File: src/rtl/ps2_keyboard.sv
// PS/2 keyboard receiver: deserialises set-2 scancodes, tracks make/break and presents the held key as ASCII.
// Define KBD_SHIFT_EN to add left/right shift tracking with uppercase letters.
module ps2_keyboard #(
   parameter int          TIMEOUT_CYCLES = 10000,
   parameter logic [7:0]  NO_KEY         = 8'hFF
) (
   input  logic       clock,
   input  logic       reset,
   input  logic       ps2_clk,
   input  logic       ps2_data,
   output logic [7:0] bus_keyboard,
   output logic       key_strobe,
   output logic       frame_error
);

   typedef enum logic [1:0] {IDLE, DATA, PARITY, STOP} state_t;

   localparam int             TW          = (TIMEOUT_CYCLES > 1) ? $clog2(TIMEOUT_CYCLES + 1) : 1;
   localparam logic [TW-1:0]  TIMEOUT_MAX = TW'(TIMEOUT_CYCLES - 1);

   state_t          state, state_next;
   logic            clk_s1, clk_s2, clk_prev, data_s1, data_s2;
   logic            fe, rx_bit;
   logic [2:0]      bit_cnt;
   logic [7:0]      shift_reg;
   logic            parity_bit;
   logic [TW-1:0]   timeout_cnt;
   logic            load_bit, load_parity, accept, reject, timeout_hit;
   logic [7:0]      code_reg;
   logic            code_valid;
   logic            break_pending, ext_pending;
   logic [7:0]      xlat, make_val;
   logic            release_match;

   // Idle level of both PS/2 lines is high, so the synchronisers reset to 1.
   always_ff @(posedge clock) begin
      if (!reset) begin
         clk_s1   <= 1'b1;
         clk_s2   <= 1'b1;
         clk_prev <= 1'b1;
         data_s1  <= 1'b1;
         data_s2  <= 1'b1;
      end else begin
         clk_s1   <= ps2_clk;
         clk_s2   <= clk_s1;
         clk_prev <= clk_s2;
         data_s1  <= ps2_data;
         data_s2  <= data_s1;
      end
   end

   assign fe     = clk_prev & ~clk_s2;
   assign rx_bit = data_s2;

   always_ff @(posedge clock) begin
      if (!reset) state <= IDLE;
      else        state <= state_next;
   end

   always_comb begin
      state_next = state;
      case (state)
         IDLE:    if (fe && !rx_bit)            state_next = DATA;
         DATA:    if (fe && bit_cnt == 3'd7)    state_next = PARITY;
         PARITY:  if (fe)                       state_next = STOP;
         STOP:    if (fe)                       state_next = IDLE;
         default:                               state_next = IDLE;
      endcase
      if (timeout_hit) state_next = IDLE;
   end

   always_comb begin
      load_bit    = 1'b0;
      load_parity = 1'b0;
      accept      = 1'b0;
      reject      = 1'b0;
      timeout_hit = (state != IDLE) && !fe && (timeout_cnt == TIMEOUT_MAX);
      case (state)
         DATA:    load_bit    = fe;
         PARITY:  load_parity = fe;
         STOP: begin
            if (fe) begin
               if (rx_bit && (^{shift_reg, parity_bit})) accept = 1'b1;
               else                                      reject = 1'b1;
            end
         end
         default: ;
      endcase
   end

   always_ff @(posedge clock) begin
      if (!reset) begin
         bit_cnt     <= '0;
         shift_reg   <= '0;
         parity_bit  <= 1'b0;
         timeout_cnt <= '0;
         code_reg    <= '0;
         code_valid  <= 1'b0;
         frame_error <= 1'b0;
      end else begin
         code_valid  <= accept;
         frame_error <= reject | timeout_hit;
         if (accept) code_reg <= shift_reg;
         if (fe || state == IDLE) timeout_cnt <= '0;
         else                     timeout_cnt <= timeout_cnt + 1'b1;
         if (state == IDLE && fe) bit_cnt <= '0;
         if (load_bit) begin
            shift_reg <= {rx_bit, shift_reg[7:1]};
            bit_cnt   <= bit_cnt + 3'd1;
         end
         if (load_parity) parity_bit <= rx_bit;
      end
   end

   function automatic logic [7:0] translate(input logic [7:0] code);
      case (code)
         8'h1C: return 8'h61;  8'h32: return 8'h62;  8'h21: return 8'h63;  8'h23: return 8'h64;
         8'h24: return 8'h65;  8'h2B: return 8'h66;  8'h34: return 8'h67;  8'h33: return 8'h68;
         8'h43: return 8'h69;  8'h3B: return 8'h6A;  8'h42: return 8'h6B;  8'h4B: return 8'h6C;
         8'h3A: return 8'h6D;  8'h31: return 8'h6E;  8'h44: return 8'h6F;  8'h4D: return 8'h70;
         8'h15: return 8'h71;  8'h2D: return 8'h72;  8'h1B: return 8'h73;  8'h2C: return 8'h74;
         8'h3C: return 8'h75;  8'h2A: return 8'h76;  8'h1D: return 8'h77;  8'h22: return 8'h78;
         8'h35: return 8'h79;  8'h1A: return 8'h7A;
         8'h45: return 8'h30;  8'h16: return 8'h31;  8'h1E: return 8'h32;  8'h26: return 8'h33;
         8'h25: return 8'h34;  8'h2E: return 8'h35;  8'h36: return 8'h36;  8'h3D: return 8'h37;
         8'h3E: return 8'h38;  8'h46: return 8'h39;
         8'h29: return 8'h20;  8'h5A: return 8'h0D;  8'h66: return 8'h08;  8'h76: return 8'h1B;
         default: return NO_KEY;
      endcase
   endfunction

   assign xlat = translate(code_reg);

`ifdef KBD_SHIFT_EN
   logic shift_held;
   logic is_shift_code;

   assign is_shift_code = (code_reg == 8'h12) || (code_reg == 8'h59);
   assign make_val      = (shift_held && xlat >= 8'h61 && xlat <= 8'h7A) ? (xlat & 8'hDF) : xlat;
   // A letter released after shift changed may be held in the other case; fold to lowercase.
   assign release_match = (((bus_keyboard >= 8'h41 && bus_keyboard <= 8'h5A) ?
                            (bus_keyboard | 8'h20) : bus_keyboard) == xlat);
`else
   assign make_val      = xlat;
   assign release_match = (bus_keyboard == xlat);
`endif

   always_ff @(posedge clock) begin
      if (!reset) begin
         bus_keyboard  <= NO_KEY;
         key_strobe    <= 1'b0;
         break_pending <= 1'b0;
         ext_pending   <= 1'b0;
`ifdef KBD_SHIFT_EN
         shift_held    <= 1'b0;
`endif
      end else begin
         key_strobe <= 1'b0;
         if (code_valid) begin
            if (code_reg == 8'hF0) begin
               break_pending <= 1'b1;
            end else if (code_reg == 8'hE0) begin
               ext_pending <= 1'b1;
            end else if (ext_pending) begin
               ext_pending   <= 1'b0;
               break_pending <= 1'b0;
`ifdef KBD_SHIFT_EN
            end else if (is_shift_code) begin
               shift_held    <= !break_pending;
               break_pending <= 1'b0;
`endif
            end else if (break_pending) begin
               break_pending <= 1'b0;
               if (release_match) bus_keyboard <= NO_KEY;
            end else if (xlat != NO_KEY) begin
               bus_keyboard <= make_val;
               key_strobe   <= 1'b1;
            end
         end
      end
   end

endmodule

File: config.mk
export PLATFORM = sky130hd
export DESIGN_NAME = ps2_keyboard
export DESIGN_NICKNAME = d
export VERILOG_FILES = /design/src/rtl/ps2_keyboard.sv
export SDC_FILE = /design/constraint.sdc
export NUM_CORES = 1
export LEC_CHECK = 0
export ABC_CLOCK_PERIOD_IN_PS = 3200
export CAP_MARGIN = 20
export CORE_MARGIN = 5
export CORE_UTILIZATION = 40
export DETAILED_ROUTE_END_ITERATION = 10
export DONT_BUFFER_PORTS = 1
export PLACE_DENSITY_LB_ADDON = 0.1
export SYNTH_ARGS = -nofsm -noshare
export SYNTH_HDL_FRONTEND = slang
export SYNTH_SLANG_ARGS = --single-unit
File: constraint.sdc
create_clock -name clock -period 3.2 [get_ports clock]
set_input_delay 0.32 -clock clock [delete_from_list [all_inputs] [get_ports clock]]
set_output_delay 0.32 -clock clock [all_outputs]
set_load 0.02 [all_outputs]
# [After elaboration in Yosys (flattened, before gate mapping)]
# Memories as Yosys holds them, arrays and structs flattened. A register that Yosys moved wholly into a read port is not among the register bits.
# Cells that the tools add are included.
# W data, S select, Z words.
[op_classes] n_mul=0 addsub=2 shift=0 n_reduce_logical=21 order_cmp=0 n_bitwise=8 eq_ne=15 div=0 n_mux=25
[op_table] op="$mux W8" n=4
[op_table] op="$eq A8 B8 Y1 const B" n=2
[op_table] op="$add A14 B1 Y14 const B" n=1
[op_table] op="$eq A14 B14 Y1 const B" n=1
[op_table] op="$mux W7" n=2
[op_table] op="$mux W1" n=12
[op_table] op="$ne A2 B2 Y1 const B" n=5
[op_table] op="$reduce_xor A9 Y1" n=1
[op_table] op="$eq A8 B8 Y1" n=1
[op_table] op="$mux W2" n=4
[op_table] op="$ne A8 B8 Y1 const B" n=1
[op_table] op="$pmux W2 S4" n=1
[op_table] op="$logic_and A1 B1 Y1" n=6
[op_table] op="$mux W3" n=2
[op_table] op="$not A1 Y1" n=6
[op_table] op="$reduce_and A6 Y1" n=1
[op_table] op="$reduce_bool A2 Y1" n=3
[op_table] op="$reduce_or A6 Y1" n=1
[op_table] op="$eq A2 B2 Y1 const B" n=2
[op_table] op="$reduce_and A2 Y1" n=2
[op_table] op="$reduce_and A4 Y1" n=1
[op_table] op="$reduce_or A2 Y1" n=2
[op_table] op="$add A3 B1 Y3 const B" n=1
[op_table] op="$eq A3 B3 Y1 const B" n=1
[op_table] op="other kinds (7)" n=8
[word_totals] output_inout_bits=10 rom_bits=1024 ram_bits=0 memories=1 ff_bits=54 latchBits=0 wordCells=89
[memory_table] name="(no name shown)" depth=128 width=8 read_ports=1 rd_ports_with_merged_regs=1 wr=0 line_no="116" source="case (code)"

# [Logic depth before layout (Yosys ltp)]
# Gate-level depths: netlist of run 1.
[logic_depth] depth_word=7 depth_mapped=15 depth_no_buf=13

# [Worst setup path after synthesis of run 1]
# OpenSTA, ideal clock, no wires.
[synth_path] path_type="register -> register" start="register shift_reg[0]" end="register (tool-made name)" path_stages_with_launch=15 required_ns=3.069 path_slack_ns=0.078 path_buffers=3 t_arrival_ns=2.991 cell_sequence="dfxtp_1 > buf_4 > xor2_1 > xnor3_2 > mux2_4 > buf_6 > buf_2 > nand2_1 > a21oi_1 > inv_1 > ha_1 > o21ai_1 > a21oi_1 > a311oi_1 > a22oi_1"
[synth_rtl] element="start, declared" line_no="25" source="logic [7:0] shift_reg;"
[synth_rtl] element="start signal, assigned" line_no="108" source="shift_reg <= {rx_bit, shift_reg[7:1]};"

==> results of run 1 <==
==> critical path: stages, from the launching register on <==
cell	delay (ns)
dfxtp_1	0.35
xor2_1	0.15
xnor3_2	0.50
mux2i_4	0.26
buf_6	0.22
mux2_2	0.37
o31a_1	0.33
a311oi_2	0.30
a2111oi_4	0.09
buf_4	0.17
nor3_1	0.19
==> cell families (layout without fill, tap and decap cells) <==
group,count (synthesis),after routing,synth area share
mux,16,16,0.0529
simple gates,214,214,0.276
xor+xnor,21,21,0.0561
flops,62,62,0.326
compound gates,104,104,0.178
fa+ha+maj,16,16,0.0525
buf+inv,45,56,0.0594
==> layout make-up <==
cell class	count	area share
Clock inverter	6	0.0162
Tap cell	129	0.0380
Timing Repair Buffer	23	0.0445
Inverter	17	0.0156
Clock buffer	10	0.0324
Sequential cell	62	0.292
Multi-Input combinational cell	371	0.561
==> power groups by stage <==
stage | clock, mW | sequential, mW | combinational, mW
after floorplan | 0 | 0.808 | 0.0701
after global placement | 0 | 0.809 | 0.0781
after detailed placement | 0 | 0.809 | 0.0796
after CTS | 0.744 | 0.791 | 0.0798
after global routing | 0.786 | 0.794 | 0.0901
final | 0.720 | 0.791 | 0.0793
==> cell usage after synthesis (all sizes together), types with 3 or more instances <==
cell type and instances:
a2111oi 3, a211oi 5, a21o 3, a21oi 28, a22oi 5, a31oi 3, and2 9, and3 9
buf 14, clkbuf 14, dfxtp 62, ha 16, inv 17, mux2 4, mux2i 12, nand2 55
nand2b 15, nand3 20, nand4 11, nor2 50, nor2b 11, nor3 12, nor3b 4, nor4 13
o21ai 27, o22ai 7, xnor2 8, xor2 11
==> worst min path at each step <==
| stage | start | end | slack, ns | depth (start not counted) |
|---|---|---|---|---|
| floorplan | clk_s1 | clk_s2 | 0.39 | 1 |
| global placement | data_s1 | data_s2 | 0.40 | 1 |
| detailed placement | clk_s1 | clk_s2 | 0.40 | 1 |
| CTS | reset | clk_s2 | 0.04 | 1 |
| global route | reset | clk_s2 | 0.03 | 1 |
| finish | reset | clk_s2 | 0.06 | 1 |
==> repair_timing <==
item,4_1_cts,5_1_grt
pin swaps,0,1
endpoints found under the setup margin,1,4
resized for setup,2,7
==> routing by layer <==
layer / wire length [um] / vias to the layer above / track usage
met5: 0 / - / 0
met4: 384 / 0 / 0.0875
met3: 498 / 31 / 0.0360
met2: 4890 / 103 / 0.305
met1: 4430 / 1652 / 0.217
li1: - / 1713 / -
==> impl_metrics.env, run 1 <==
export IMPL_outcome="completed"
export IMPL_crit_type="reg -> reg"
export IMPL_hp_class="in -> reg"
export IMPL_multi_input_area_um2=2380
export IMPL_finalHoldViolations=0
export IMPL_place_ws_ns=-0.0768
export IMPL_syn_nets=498
export IMPL_finish_net_count=504
export IMPL_clock_sinks=62
export IMPL_first_pass_iters=5
export IMPL_rrSetupSlack_ns=0.21
export IMPL_synth_top_area_share=0.326
export IMPL_initialDrtViolationCount=172
export IMPL_grt_util_all_layers=0.180
export IMPL_final_common_cell="dfxtp_1"
export IMPL_nFillCells=966
export IMPL_fin_util=0.458
export IMPL_hpwl_mm=7.33
export IMPL_p_int_mw=1.20
export IMPL_wire_per_inst_um=16.5
export IMPL_cts_root_buf="clkbuf_8"
export IMPL_pin_count=14
export IMPL_rsz0062_at_grt="false"
export IMPL_antenna_left=0
export IMPL_slew_headroom=0.547
export IMPL_dieWidth_um=108
export IMPL_die_y_um=108
export IMPL_clk_pin_slew_worst_paths_ns=0.08
export IMPL_finClkSkew_ns=0.00941
export IMPL_grt_max_degree=46
export IMPL_synth_seq_cells=62
export IMPL_finalCritPeriodShare=0.936
export IMPL_yosysWarnings=0
export IMPL_stdcell_count=618
export IMPL_ys_flop_type="dfxtp_1"
export IMPL_hold_buffers=0
export IMPL_arrival_ns=3.26
export IMPL_cts_tree="done"
export IMPL_power_switching_uw=395
export IMPL_vias_per_cell=5.66
export IMPL_placed_area_um2=4000
export IMPL_numPortBuffers=0
export IMPL_core_area_um2=9280
export IMPL_crit_path_start_kind="register"
export IMPL_htreeDepth=3
export IMPL_r2r_cells=10
export IMPL_worstMarginPinSlew_ns=0.680
export IMPL_grt_pass1_vias=3280
export IMPL_p_comb_frac=0.050
export IMPL_syn_area_um2=3810
export IMPL_endpoint_kind="register"
export IMPL_clock_power_share=0.453
export IMPL_hold_slack_ns=0.0591
export IMPL_grt_pass1_wl_mm=16.4
export IMPL_p_total_mw=1.59
export IMPL_fin_crit_ns=2.99
export IMPL_row_count=35
export IMPL_r2r_start="shift_reg[0]"
export IMPL_antenna_found_initial=0
export IMPL_setup_viol=0
export IMPL_peakVddDrop_uv=300
export IMPL_postCtsSetupBuffers=0
export IMPL_avgSynthCellArea_um2=7.97
export IMPL_swShare=0.248
export IMPL_die_area_um2=11600
export IMPL_finalInstanceArea_um2=4250
export IMPL_ys_seq_area_frac=0.326
export IMPL_antenna_cells=0
export IMPL_power_density_nw_per_um2=375
export IMPL_power_frac_seq=0.497
export IMPL_dp_cells=602
export IMPL_vias=3499
export IMPL_synthToLayoutAreaGrowth_pct=11.5
export IMPL_place_gp_congestion=1.01
export IMPL_synth_top_area_cell="dfxtp_1"
export IMPL_netlist_top_cells_area="dfxtp_1 33%, nand2_1 5.4%, ha_1 5.3%"
export IMPL_drc=0
export IMPL_synth_async_reset_ratio=0
export IMPL_clk_path_buf_depth=2
export IMPL_syn_inst=478
export IMPL_regArea_um2=1240
export IMPL_yosys_cell_types_count=64
export IMPL_insertion_delay_ns=0.34
export IMPL_drv_cap=0
export IMPL_final_setup_worst_slack_ns=0.205
export IMPL_final_cell_mix="62 x dfxtp_1, 55 x nand2_1, 49 x nor2_1"
export IMPL_slew_violations=0
export IMPL_grt_ovfl_total=0
export IMPL_numCtsBuffers=9
export IMPL_startpoint="shift_reg[0]"
export IMPL_worst_endpoint_required_ns=3.46
export IMPL_initial_core_util=0.411
export IMPL_layout_drive_gt1_share=0.125
export IMPL_cp_max_fo=17
export IMPL_synth_edf_count=0
export IMPL_tns_ns=0
export IMPL_wl_mm=10.2
export IMPL_p_leak_nw=1.56
export IMPL_fmax_mhz=334
(Power assumes the default switching activity.)
==> inputs of run 2 (changes only) <==
ABC_CLOCK_PERIOD_IN_PS = 3250   (was 3200)
clock period = 3.25 ns   (was 3.2 ns; I/O delays follow)
==> impl_metrics.env, run 2 (same netlist as run 1, synthesis figures left out) <==
export IMPL_worst_endpoint_required_ns=3.47
export IMPL_clk_path_buf_depth=2
export IMPL_grt_util_all_layers=0.173
export IMPL_cpPeakStageDelay_ns=0.52
export IMPL_setup_viol=0
export IMPL_hp_class="in -> reg"
export IMPL_clock_power_share=0.416
export IMPL_crit_path_start_kind="register"
export IMPL_cts_root_buf="clkbuf_8"
export IMPL_place_gp_congestion=0.948
export IMPL_fin_crit_ns=3.06
export IMPL_postCtsSetupBuffers=0
export IMPL_crit_type="reg -> reg"
export IMPL_initialDrtViolationCount=264
export IMPL_grt_pass1_wl_mm=16.0
export IMPL_startpoint="shift_reg[7]"
export IMPL_p_leak_nw=1.52
export IMPL_wire_per_inst_um=16.2
export IMPL_fmax_mhz=326
export IMPL_slew_headroom=0.549
export IMPL_hpwl_mm=7.12
export IMPL_p_int_mw=1.08
export IMPL_insertion_delay_ns=0.35
export IMPL_dieWidth_um=108
export IMPL_hold_buffers=0
export IMPL_vias=3510
export IMPL_finalHoldViolations=0
export IMPL_clock_sinks=62
export IMPL_arrival_ns=3.28
export IMPL_row_count=35
export IMPL_r2r_cells=9
export IMPL_rrSetupSlack_ns=0.19
export IMPL_initial_core_util=0.411
export IMPL_power_frac_seq=0.531
export IMPL_drc=0
export IMPL_die_area_um2=11600
export IMPL_power_switching_uw=389
export IMPL_grt_ovfl_total=0
export IMPL_slew_violations=0
export IMPL_path_depth=9
export IMPL_peakVddDrop_uv=219
export IMPL_crit_buf_inv=2
export IMPL_die_y_um=108
export IMPL_numPortBuffers=0
export IMPL_grt_max_degree=46
export IMPL_pin_count=14
export IMPL_tns_ns=0
export IMPL_layout_drive_gt1_share=0.110
export IMPL_outcome="completed"
export IMPL_core_area_um2=9280
export IMPL_cts_resized=0
export IMPL_cts_tree="done"
export IMPL_cp_max_fo=17
export IMPL_vias_per_cell=5.73
export IMPL_slowest_stage="a2111oi_1"
export IMPL_wl_mm=9.93
export IMPL_antenna_found_initial=0
export IMPL_swShare=0.265
export IMPL_numCtsBuffers=9
export IMPL_antenna_cells=0
export IMPL_worstMarginPinSlew_ns=0.668
export IMPL_drv_cap=0
export IMPL_final_cell_mix="62 x dfxtp_1, 55 x nand2_1, 49 x nor2_1"
export IMPL_nFillCells=954
export IMPL_p_comb_frac=0.053
export IMPL_crit_chain="xor2_1 -> xnor3_2 -> mux2_4 -> buf_12 -> mux2_2 -> inv_2 -> a311oi_1 -> a2111oi_1 -> nor3_1"
export IMPL_grt_pass1_vias=3224
export IMPL_p_total_mw=1.47
export IMPL_endpoint_kind="register"
export IMPL_antenna_left=0
export IMPL_first_pass_iters=5
export IMPL_r2r_start="shift_reg[7]"
export IMPL_finalCritPeriodShare=0.943
export IMPL_htreeDepth=3
export IMPL_path_delay_family="multiplexers"
export IMPL_final_common_cell="dfxtp_1"
export IMPL_rsz0062_at_grt="false"
export IMPL_finish_net_count=499
export IMPL_clk_pin_slew_worst_paths_ns=0.08
export IMPL_synthToLayoutAreaGrowth_pct=8.96
export IMPL_power_density_nw_per_um2=354
export IMPL_finClkSkew_ns=0.0128
## run 2: through the flow
| stage | cell area [um2] | hold WS (ns) | instances | utilization | setup WS [ns] |
|---|---|---|---|---|---|
| after floorplan | 3810 | 0.386 | 478 | - | 0.128 |
| after global placement | 3960 | 0.395 | 597 | 0.427 | 0.0751 |
| after global routing | 4150 | 0.0301 | 613 | 0.447 | 0.0386 |
| after detailed placement | 3960 | 0.400 | 597 | 0.427 | 0.107 |
| final | 4150 | 0.0586 | 613 | 0.447 | 0.187 |
| after CTS | 4140 | 0.0400 | 613 | 0.445 | 0.0997 |
## run 2: how the worst min path moves through the flow
stage / startpoint / endpoint / depth (start not counted)
global placement: data_s1 / data_s2 / 1
finish: reset / clk_s1 / 1
floorplan: clk_s1 / clk_s2 / 1
detailed placement: clk_s1 / clk_s2 / 1
CTS: reset / data_s1 / 1
global route: reset / clk_s2 / 1
## run 2: routing by layer
layer | global-route usage | part of all wire
met5 | 0 | 0
met4 | 0.0757 | 0.033
met3 | 0.0390 | 0.064
met2 | 0.287 | 0.48
met1 | 0.215 | 0.43
## run 2: cell type report
cell class / instances / area (um2) / area share
repair buffers: 18 / 148 / 0.0356
inverters: 17 / 66.3 / 0.0160
well taps: 129 / 161 / 0.0389
clock inverters: 6 / 47.5 / 0.0114
multi-input cells: 371 / 2360 / 0.569
clock buffers: 10 / 128 / 0.0307
flip-flops and latches: 62 / 1240 / 0.299
## run 2: power by group through the flow
stage          clock, mW  combinational, mW  sequential, mW
2_1_floorplan          0             0.0690           0.795
3_3_place_gp           0             0.0758           0.797
3_5_place_dp           0             0.0781           0.797
4_1_cts            0.636             0.0783           0.780
5_1_grt            0.664             0.0857           0.782
6_report           0.612             0.0784           0.780
